## config.mk

```make
export PLATFORM = sky130hd
export DESIGN_NAME = freq_err_det
export DESIGN_NICKNAME = d
export VERILOG_FILES = /design/src/rtl/freq_err_pkg.sv /design/src/rtl/sat_shl.sv /design/src/rtl/freq_err_det.sv
export SDC_FILE = /design/constraint.sdc
export NUM_CORES = 1
export LEC_CHECK = 0
export ABC_AREA = 0
export CAP_MARGIN = 20
export CORE_MARGIN = 2
export CORE_UTILIZATION = 55
export DETAILED_ROUTE_END_ITERATION = 10
export PLACE_DENSITY = 0.9
export SLEW_MARGIN = 20
export SYNTH_ARGS = -nofsm -noshare
export SYNTH_HDL_FRONTEND = slang
export SYNTH_SLANG_ARGS = --single-unit
```

## constraint.sdc

```tcl
create_clock -name clk -period 5 [get_ports clk]
set_clock_uncertainty 0.15 [all_clocks]
set_input_delay 1.25 -clock clk [delete_from_list [all_inputs] [get_ports clk]]
set_output_delay 1.25 -clock clk [all_outputs]
set_load 0.05 [all_outputs]
```

## src/rtl/freq_err_pkg.sv

```systemverilog
// Shared FSM encoding and symmetric saturation limit for the frequency error detector.
package freq_err_pkg;

  typedef enum logic [1:0] {
    ST_IDLE  = 2'd0,
    ST_COUNT = 2'd1,
    ST_CLIP  = 2'd2
  } state_t;

  // Largest magnitude representable symmetrically in a w-bit signed word.
  function automatic longint sym_lim(input int unsigned w);
    return (longint'(1) <<< (w - 1)) - longint'(1);
  endfunction

endpackage

```

## src/rtl/sat_shl.sv

```systemverilog
// Arithmetic left shift by a runtime amount, saturated to the symmetric limit.
module sat_shl
  import freq_err_pkg::*;
#(
  parameter int unsigned WIDTH  = 24,
  parameter int unsigned GAIN_W = 2
) (
  input  logic signed [WIDTH-1:0]  a,
  input  logic        [GAIN_W-1:0] sh,
  output logic signed [WIDTH-1:0]  y,
  output logic                     ovf
);

  localparam int unsigned EW = WIDTH + (1 << GAIN_W) - 1;
  localparam logic signed [EW-1:0] LIM = EW'(sym_lim(WIDTH));

  logic signed [EW-1:0] wide;

  // Extended word has enough headroom that the shift itself never wraps.
  always_comb begin
    wide = EW'(a) <<< sh;
    y    = WIDTH'(wide);
    ovf  = 1'b0;
    if (wide > LIM) begin
      y   = WIDTH'(LIM);
      ovf = 1'b1;
    end else if (wide < -LIM) begin
      y   = WIDTH'(-LIM);
      ovf = 1'b1;
    end
  end

endmodule

```

## src/rtl/freq_err_det.sv

```systemverilog
// PFD-driven frequency error accumulator with event or fixed-window dump and scaled output.
module freq_err_det
  import freq_err_pkg::*;
#(
  parameter int unsigned WIDTH  = 24,
  parameter int unsigned STEP   = 1,
  parameter int unsigned GAIN_W = 2,
  parameter int unsigned WIN    = 256
) (
  input  logic                    clk,
  input  logic                    rst,
  input  logic                    en,
  input  logic                    R,
  input  logic                    V,
  input  logic                    mode,
  input  logic       [GAIN_W-1:0] gain,
  output logic                    out_en,
  output logic signed [WIDTH-1:0] out,
  output logic                    sat,
  output logic                    ovf
);

  localparam int unsigned XW = WIDTH + 1;
  localparam int unsigned CW = (WIN > 1) ? $clog2(WIN) : 1;
  localparam logic signed [XW-1:0] LIM      = XW'(sym_lim(WIDTH));
  localparam logic signed [XW-1:0] STEP_X   = XW'(STEP);
  localparam logic        [CW-1:0] WIN_LAST = CW'(WIN - 1);

  state_t                   state;
  logic signed [WIDTH-1:0]  acc;
  logic        [CW-1:0]     wcnt;
  logic                     mode_q;
  logic                     sat_flag;

  logic                     mode_chg;
  logic                     mode_eff;
  logic        [CW-1:0]     wcnt_eff;
  logic signed [XW-1:0]     sum;
  logic signed [WIDTH-1:0]  acc_step;
  logic                     clamp;
  logic                     dump;
  logic signed [WIDTH-1:0]  shl_y;
  logic                     shl_ovf;

  // Mode is only adopted from IDLE; the adopting cycle is the first of a fresh window.
  always_comb begin
    mode_chg = (state == ST_IDLE) && (mode != mode_q);
    mode_eff = (state == ST_IDLE) ? mode : mode_q;
    wcnt_eff = mode_chg ? '0 : wcnt;

    sum = XW'(acc);
    if (R && !V)
      sum = XW'(acc) + STEP_X;
    else if (!R && V)
      sum = XW'(acc) - STEP_X;

    acc_step = WIDTH'(sum);
    clamp    = 1'b0;
    if (sum > LIM) begin
      acc_step = WIDTH'(LIM);
      clamp    = 1'b1;
    end else if (sum < -LIM) begin
      acc_step = WIDTH'(-LIM);
      clamp    = 1'b1;
    end

    if (mode_eff)
      dump = en && (wcnt_eff == WIN_LAST);
    else
      dump = en && (R == V) && (acc != '0);
  end

  // In event mode R==V so acc_step equals acc; in window mode it folds in the final step.
  sat_shl #(
    .WIDTH  (WIDTH),
    .GAIN_W (GAIN_W)
  ) u_sat_shl (
    .a   (acc_step),
    .sh  (gain),
    .y   (shl_y),
    .ovf (shl_ovf)
  );

  always_ff @(posedge clk) begin
    if (rst) begin
      state    <= ST_IDLE;
      acc      <= '0;
      wcnt     <= '0;
      mode_q   <= 1'b0;
      sat_flag <= 1'b0;
      out_en   <= 1'b0;
      out      <= '0;
      sat      <= 1'b0;
      ovf      <= 1'b0;
    end else begin
      out_en <= 1'b0;
      if (en) begin
        if (mode_chg)
          mode_q <= mode;
        if (dump) begin
          state    <= ST_IDLE;
          acc      <= '0;
          wcnt     <= '0;
          sat_flag <= 1'b0;
          out_en   <= 1'b1;
          out      <= shl_y;
          sat      <= sat_flag | clamp;
          ovf      <= shl_ovf;
        end else begin
          acc  <= acc_step;
          wcnt <= mode_eff ? CW'(wcnt_eff + 1'b1) : '0;
          if (clamp) begin
            sat_flag <= 1'b1;
            state    <= ST_CLIP;
          end else if (acc_step == '0) begin
            state <= ST_IDLE;
          end else if (state == ST_IDLE) begin
            state <= ST_COUNT;
          end
        end
      end
    end
  end

endmodule

```

### Word-level counts from Yosys, hierarchy flattened

Cells that the tools add are included.

* bitwise operators: 2
* multiplexer cells: 23
* shifts and indexed selects: 1
* reduce and logical (&&, ||, !) cells: 18
* $add $sub $neg: 3
* order comparisons: 4
* equality and inequality tests: 3

Operators with widths (number)
* $mux W24: 5
* $mux W25: 2
* $gt A27 B24 Y1 const B: 1
* $lt A27 B24 Y1 const B: 1
* $sshl A24 B2 Y27: 1
* $add A24 B2 Y25 const B: 1
* $gt A25 B24 Y1 const B: 1
* $lt A25 B24 Y1 const B: 1
* $sub A24 B2 Y25 const B: 1
* $logic_not A24 Y1: 1
* $mux W8: 3
* $reduce_bool A24 Y1: 1
* $mux W1: 9
* $add A8 B1 Y8 const B: 1
* $eq A8 B8 Y1 const B: 1
* $mux W2: 4
* $reduce_and A2 Y1: 4
* $logic_and A1 B1 Y1: 6
* $reduce_bool A4 Y1: 1
* $logic_not A1 Y1: 2
* $logic_not A2 Y1: 1
* $reduce_bool A2 Y1: 1
* $reduce_or A2 Y1: 1
* $eq A1 B1 Y1: 1
* 3 further kinds: 3

* bits of input ports: 8
* output and inout bits: 27
* bits in registers: 63
* word-level logic and storage cells: 63

### Depth between registers and ports, before layout

Gate-level depths: netlist (run 1).

* depth after elaboration: 11
* mapped depth: 15

### Hierarchy

A second synthesis (run 1) with hierarchy kept.

* cell total of the unflattened synthesis: 600
* area, all modules: 4850.9 sq um

Modules (own cells, without submodules)
* freq_err_det: times used 1, cells each 487, area each 3911.3 sq um
* sat_shl: times used 1, cells each 113, area each 939.7 sq um

### Worst setup path after synthesis (run 1)

Ideal clock, no wire load.

* kind: input-to-reg
* from: in V
* to: reg out[0]
* data required time: 4.759 ns
* cell stages on the path: 12
* buffers on the path: 0
* setup time: 0.091 ns
* setup slack: 0.201 ns
* arrival: 4.558 ns
* cell sequence: inv_1 -> ha_1 -> nand4_1 -> or4_1 -> a221oi_4 -> xnor2_1 -> nor2_1 -> o21ai_0 -> nand4_1 -> and3_1 -> or4_1 -> a311oi_1

* cells in the longest elaborated chain, start to end: 10
* elaborated cells between the ends (all ways): 19

Ends and longest elaborated chain
* start, declared: line freq_err_det.sv:14 `input logic V,`
* $logic_and A1 B1 Y1 or $logic_not A1 Y1 (tied branches): line freq_err_det.sv:54, freq_err_det.sv:52
* $mux W25 or $logic_and A1 B1 Y1 (tied branches): line freq_err_det.sv:54, freq_err_det.sv:52
* $mux W25: line freq_err_det.sv:52 `if (R && !V)`
* $lt A25 B24 Y1: line freq_err_det.sv:62 `end else if (sum < -LIM) begin`
* $mux W24: line freq_err_det.sv:62
* $mux W24: line freq_err_det.sv:59 `if (sum > LIM) begin`
* $sshl A24 B2 Y27: line sat_shl.sv:21 `wide = EW'(a) <<< sh;`
* $lt A27 B24 Y1: line sat_shl.sv:27 `end else if (wide < -LIM) begin`
* $mux W24: line sat_shl.sv:27
* $mux W24: line sat_shl.sv:24 `if (wide > LIM) begin`
* end signal, assigned: line freq_err_det.sv:106 `out <= shl_y;`
* end, declared: line freq_err_det.sv:18 `output logic signed [WIDTH-1:0] out,`

Parallel ways exist; a longest one is shown, timed or not.
A chain may end at the register's enable or synchronous reset.

### Worst setup path in the final report (run 1)

* from: in R
* to: reg out[0]

* cells in the longest elaborated chain, start to end: 11
* elaborated cells between the ends (all ways): 19

Ends and longest elaborated chain
* start, declared: line freq_err_det.sv:13 `input logic R,`
* $logic_not A1 Y1: line freq_err_det.sv:54 `else if (!R && V)`
* $logic_and A1 B1 Y1: line freq_err_det.sv:54
* $mux W25: line freq_err_det.sv:54
* $mux W25: line freq_err_det.sv:52
* $lt A25 B24 Y1: line freq_err_det.sv:62
* $mux W24: line freq_err_det.sv:62
* $mux W24: line freq_err_det.sv:59
* $sshl A24 B2 Y27: line sat_shl.sv:21
* $lt A27 B24 Y1: line sat_shl.sv:27
* $mux W24: line sat_shl.sv:27
* $mux W24: line sat_shl.sv:24

Parallel ways exist; a longest one is shown, timed or not.

==> flow_metrics.tcl, run 1 <==
set metrics [dict create \
    critPathArrivalTime_ns 4.95 \
    r2r_cells 13 \
    syn_nets 735 \
    hp-class "reg -> reg" \
    hold_violations 0 \
    syn_area_sq_mm 0.00514 \
    drtAntennaViolNets 0 \
    area_growth_pct 28.7 \
    cts_tree "yes" \
    drive_above_1_share_pct 21.2 \
    ys_types 77 \
    cts.sinks 63 \
    fin_nets 840 \
    critPathLaunchType "primary input" \
    insertion_delay_ns 0.36 \
    drc_errors 0 \
    post-route-util_pct 72.3 \
    path_clk_slew_ns 0.07 \
    grt_util_all_layers_pct 40.1 \
    final_cell_mix "114 x buf_4, 88 x nor2_1, 75 x nand2_1" \
    maxCapViolations 0 \
    leakagePower_nw 2.64 \
    fin_ws_ns 0.166 \
    p_seq_share_pct 17.9 \
    detail_route.wl_per_cell_um 22.9 \
    stdcell_count 942 \
    die_x_um 101 \
    via_per_inst 7.51 \
    cts-buffers-inserted 9 \
    io_pins 35 \
    grt_pass1_wl_um 32400 \
    die_h_um 101 \
    port_buffers 34 \
    period_share_pct 96.7 \
    clkPwrFrac_pct 7.8 \
    clockBufferDepth 2 \
    initial_core_util_pct 56.2 \
    antenna_found_initial 0 \
    cp.required_ns 5.11 \
    grt_max_degree 37 \
    routed_wl_um 21600 \
    synth_xor_xnor_area_share_pct 3.23 \
    synth_simple_gate_area_share_pct 32.5 \
    pre_cts_ws_ns -0.390 \
    reg2reg_from "acc[11]$_SDFFE_PP0P_" \
    core-area_sq_mm 0.00915 \
    syn_inst 722 \
    endpoint_kind "register" \
    p_per_area_mw_per_mm2 794 \
    p_int_mw 2.47 \
    diodes 0 \
    fillers 602 \
    muxShareOfSynthArea_pct 4.23 \
    multi_input_area_sq_mm 0.00372 \
    synth_compound_area_share_pct 28.0 \
    grt_overflow 0 \
    seq_area_sq_mm 0.00126 \
    num_vias 7078 \
    std_cell_rows 35 \
    layout_commonest_cell "buf_4" \
    setup_violations 0 \
    ctsRootBufferMaster "clkbuf_8" \
    ys_seq_area_share_pct 24.5 \
    cp_max_fo 4 \
    ff2ff_setup_slack_ns 0.59 \
    first_pass_iters 9 \
    post-route-min-period_ns 4.83 \
    ys.warnings.count 0 \
    hpwl_um 14100 \
    synth_seq_cells 63 \
    status "completed" \
    dp_cells 925 \
    drt_iter0_markers 1685 \
    r2r-end "acc[17]$_SDFFE_PP0P_" \
    grt_pass1_vias 6552 \
    pwr-share-comb_pct 74.2 \
    fmax_ghz 0.207 \
    syn_area_per_cell_sq_um 7.13 \
    async_flop_share_pct 0 \
    p_sw_mw 2.78 \
    synth-main-ff-cell "dfxtp_1" \
    ir_worst_vdd_mv 0.520 \
    worstMarginPinSlew_ns 0.938 \
    hold_path.startpoint "out[23]$_SDFFE_PP0P_" \
    final_max_slew_viol_count 0 \
    h-tree-depth 3 \
    critical_path_class "in -> reg" \
    synth_top_family_by_area "simple AND/OR/NAND/NOR gates" \
    hold_depth 2 \
    p_sw_share_pct 52.9 \
    relSlewSlack_pct 36.7 \
    synth_adder_area_share_pct 1.82 \
    gp_congestion 1.11 \
    worstHoldEndpoint "out[23]$_SDFFE_PP0P_" \
    dieArea_sq_mm 0.0101 \
    synth_edf_count 0 \
    postCtsHoldBufs 0 \
]
==> through the flow <==
stage	hold slack [ns]	instance area (sq um)	power [mW]	TNS (ns)
4_1_cts	0.320	6500	4.85	0
3_5_place_dp	0.306	6300	4.38	-5.86
2_1_floorplan	0.291	5140	2.96	0
3_3_place_gp	0.291	6300	4.24	-3.85
5_1_grt	0.352	6620	5.42	-0.0971
6_report	0.312	6620	5.26	0
==> synth_stat cells, types with 10 or more instances <==
master	n	area, sq um
a211oi_1	14	105
a21oi_1	41	205
a22oi_1	19	143
and2_1	12	75.1
and3_1	13	81.3
clkbuf_1	49	184
dfxtp_1	63	1260
inv_1	15	56.3
mux2i_1	15	150
nand2_1	76	285
nand3_1	30	150
nand4_1	18	113
nor2_1	89	334
nor3_1	25	125
nor4_1	11	68.8
o211ai_1	14	105
o21ai_0	40	200
or3_1	14	87.6
or4_1	10	75.1
xnor2_1	13	114
==> timing repair <==
item / CTS / global route
resized for setup: 5 / 27
setup buffers: 0 / 2
endpoints found under the hold margin: 0 / 0
pin swaps: 3 / 18
setup endpoints to repair: 3 / 30
==> cells by family (layout without fill, tap and decap cells) <==
logic type,after synthesis,after routing
AOI/OAI and AO/OA,206,206
and+or+nand+nor,332,332
buffers and inverters,75,184
DFF,63,63
adders and majority gates,8,8
xor gates and xnor gates,19,19
muxes,19,19
==> routing by layer <==
| metal | part of all wire (%) | GRT usage [%] | wire length, um | up-vias |
|---|---|---|---|---|
| met2 | 43 | 62.3 | 9350 | 741 |
| met5 | 0 | 0 | 0 | - |
| met1 | 33 | 48.1 | 7030 | 3128 |
| met3 | 14 | 12.4 | 3120 | 286 |
| met4 | 9.7 | 25.0 | 2090 | 0 |
| li1 | - | - | - | 2923 |
==> worst max-delay path, cell delays in order <==
cell and delay (ns):
dlymetal6s2s_1 0.16, ha_4 0.18, buf_4 0.13, or3_4 0.34
or4_4 0.51, a221oi_4 0.41, xnor2_2 0.17, buf_4 0.19
nor3_4 0.16, o2111ai_2 0.17, a221oi_2 0.32, nand4b_1 0.13
or4_4 0.56, a311oi_2 0.25
==> final cells by class <==
cell class | instances | share of cell area [%]
multi-input combinational | 584 | 56.2
clock inverter | 5 | 0.510
clock buffer | 10 | 2.08
inverter | 18 | 1.02
timing repair buffer | 151 | 19.0
sequential | 63 | 19.0
tap | 111 | 2.10
==> worst max path at each step <==
| stage | from | end | slack (ns) | depth (start not counted) |
|---|---|---|---|---|
| final | R | out[0]$_SDFFE_PP0P_ | 0.17 | 14 |
| after global routing | V | out[0]$_SDFFE_PP0P_ | -0.06 | 15 |
| after CTS | V | acc[17]$_SDFFE_PP0P_ | 0.01 | 16 |
| after detailed placement | V | state[1]$_SDFFE_PP0P_ | -0.39 | 14 |
| after global placement | V | state[1]$_SDFFE_PP0P_ | -0.33 | 14 |
| after floorplan | V | out[0]$_SDFFE_PP0P_ | 0.20 | 12 |
==> state kept, by name, summed over array words and instances, names as in the netlist <==
| name | cells |
|---|---|
| state | 2 |
| out_en | 1 |
| mode_q | 1 |
| acc | 24 |
| sat | 1 |
| out | 24 |
| wcnt | 8 |
| sat_flag | 1 |
| ovf | 1 |
==> power by group through the flow <==
stage	logic, mW	clock network, mW	registers, mW
global placement	3.34	0	0.900
finish	3.90	0.413	0.943
detailed placement	3.46	0	0.920
CTS	3.53	0.404	0.911
global route	4.05	0.422	0.955
floorplan	1.88	0	1.07
Power figures use the tool's default switching activity.
==> inputs of run 2 (changes only) <==
PLACE_DENSITY = 0.76   (was 0.9)
==> run 2 against run 1 <==
Compared with the run above:
- first-iteration DRC count is 56% lower
- wire length is 9.6% lower
- setup slack worse by 0.085 ns
- fmax is 1.7% lower
- non-clock buffer count is 24 higher
- count of clock-buffer cells in the layout is 1 lower
- sequential power is 3.9% lower
- combinational power is 2% lower
- via count is 9.0% lower
- clock power is 29% higher
- cell count is 2.7% higher
- critical endpoint is now ovf$_SDFFE_PP0P_
- largest cell class unchanged
- largest power group unchanged
==> flow_metrics.tcl, run 2 (synthesized netlist as in run 1, its figures left out) <==
set metrics [dict create \
    grt_pass1_wl_um 30800 \
    p_int_mw 2.65 \
    endpoint_kind "register" \
    top_usage_layer "met2" \
    post-route-min-period_ns 4.92 \
    antenna_found_initial 0 \
    clockBufferDepth 2 \
    whs_ns 0.310 \
    tns_ns 0 \
    layout_commonest_cell "buf_4" \
    hpwl_um 14400 \
    area_growth_pct 32.0 \
    reg2reg_from "acc[5]$_SDFFE_PP0P_" \
    final_cell_mix "139 x buf_4, 87 x nor2_1, 76 x nand2_1" \
    via_per_inst 6.66 \
    dieArea_sq_mm 0.0101 \
    hold_depth 2 \
    ir_worst_vdd_mv 0.402 \
    detail_route.wl_per_cell_um 20.2 \
    cp_max_fo 7 \
    port_buffers 34 \
    pwr-share-comb_pct 72.7 \
    final_max_slew_viol_count 0 \
    ctsRootBufferMaster "clkbuf_8" \
    r2r-end "ovf$_SDFFE_PP0P_" \
    critical_path_class "in -> reg" \
    p_seq_share_pct 17.2 \
    insertion_delay_ns 0.35 \
    r2r_cells 11 \
    hp-class "reg -> reg" \
    worstMarginPinSlew_ns 0.881 \
    hold_path.startpoint "out[23]$_SDFFE_PP0P_" \
    critPathLaunchType "primary input" \
    p_per_area_mw_per_mm2 774 \
    fillers 714 \
    gp_congestion 1.02 \
    first_pass_iters 6 \
    std_cell_rows 35 \
    grt_max_degree 47 \
    p_sw_mw 2.60 \
    cp.required_ns 5.10 \
    fin_nets 864 \
    clkPwrFrac_pct 10.1 \
    grt_util_met3_pct 6.45 \
    relSlewSlack_pct 40.5 \
    p_sw_share_pct 49.5 \
    grt_util_all_layers_pct 38.7 \
    routed_wl_um 19500 \
    initial_core_util_pct 56.2 \
    worstHoldEndpoint "out[23]$_SDFFE_PP0P_" \
    drt_iter0_markers 737 \
    grt_pass1_vias 5902 \
    grtUsageMet1_pct 52.1 \
    core-area_sq_mm 0.00915 \
    fmax_ghz 0.203 \
    critPathArrivalTime_ns 5.02 \
    die_h_um 101 \
    stdcell_count 967 \
    grt_overflow 0 \
    largestRegisters "acc x24, out x24, wcnt x8" \
    h-tree-depth 3 \
    leakagePower_nw 2.77 \
    maxCapViolations 0 \
    diodes 0 \
    finalPower_mw 5.26 \
    path_clk_slew_ns 0.08 \
    num_vias 6439 \
    rsz0062_at_grt "false" \
    status "completed" \
    drtAntennaViolNets 0 \
    grt.met2_usage_pct 60.1 \
    cts-buffers-inserted 9 \
    cts.sinks 63 \
    cts_tree "yes" \
    ff2ff_setup_slack_ns 0.64 \
    hold_violations 0 \
    drc_errors 0 \
    drive_above_1_share_pct 22.5 \
    setup_violations 0 \
    period_share_pct 98.4 \
    die_x_um 101 \
    io_pins 35 \
    dp_cells 946 \
]
run 2: cell count changes in the layout (fill, tap and decap cells not counted), sizes merged:
cell / before / now
bufinv: 0 / 2
clkbuf: 10 / 9
buf: 117 / 141
inv: 17 / 20
clkinvlp: 2 / 0
clkinv: 4 / 3
run 2: critical path, stage by stage:
cell	delay, ns
dlymetal6s2s_1	0.10
inv_1	0.05
ha_2	0.18
buf_4	0.16
or3_4	0.34
or4_4	0.51
a221oi_4	0.32
buf_4	0.17
xnor2_1	0.07
maj3_2	0.32
or2_1	0.25
a32oi_2	0.26
nand4b_1	0.16
or4_4	0.57
a211oi_1	0.30
run 2: area by class of cell:
class | count | area [sq um] | share of cell area, %
sequential | 63 | 1260 | 18.6
clock inverter | 7 | 100 | 1.47
multi-input combinational | 584 | 3670 | 54.0
inverter | 18 | 67.6 | 0.995
clock buffer | 9 | 124 | 1.82
tap | 111 | 139 | 2.05
timing repair buffer | 175 | 1430 | 21.0
run 2: metrics by stage:
stage | setup WS [ns] | util, % | instance area [sq um]
global placement | -0.441 | 70.4 | 6440
CTS | 0.00702 | 73.1 | 6690
global route | 0.00668 | 74.2 | 6790
detailed placement | -0.580 | 70.4 | 6440
finish | 0.0811 | 74.2 | 6790
floorplan | 0.201 | - | 5140
run 2: what timing repair did:
action,4_1_cts,5_1_grt
hold buffers,0,0
gates resized for setup,6,17
pin swaps,1,12
endpoints found under the setup margin,8,27
buffers inserted,1,4
gates cloned,0,0
run 2: power by group through the flow:
stage | registers (mW) | logic [mW] | clock network [mW]
floorplan | 1.07 | 1.88 | 0
global placement | 0.890 | 3.58 | 0
detailed placement | 0.903 | 3.61 | 0
CTS | 0.892 | 3.66 | 0.535
global route | 0.929 | 4.07 | 0.559
finish | 0.906 | 3.82 | 0.531
run 2: how the worst max path moves through the flow:
stage | depth (start not counted) | from | to
after floorplan | 12 | V | out[0]$_SDFFE_PP0P_
after global placement | 16 | V | out[2]$_SDFFE_PP0P_
after detailed placement | 16 | V | out[2]$_SDFFE_PP0P_
after CTS | 16 | V | out[0]$_SDFFE_PP0P_
after global routing | 15 | V | ovf$_SDFFE_PP0P_
final | 15 | V | ovf$_SDFFE_PP0P_
run 2: metal layers:
| metal | wire, um | part of all wire (%) |
|---|---|---|
| met5 | 0 | 0 |
| met4 | 1010 | 5.2 |
| met3 | 1900 | 9.7 |
| met2 | 8680 | 44 |
| met1 | 7920 | 41 |
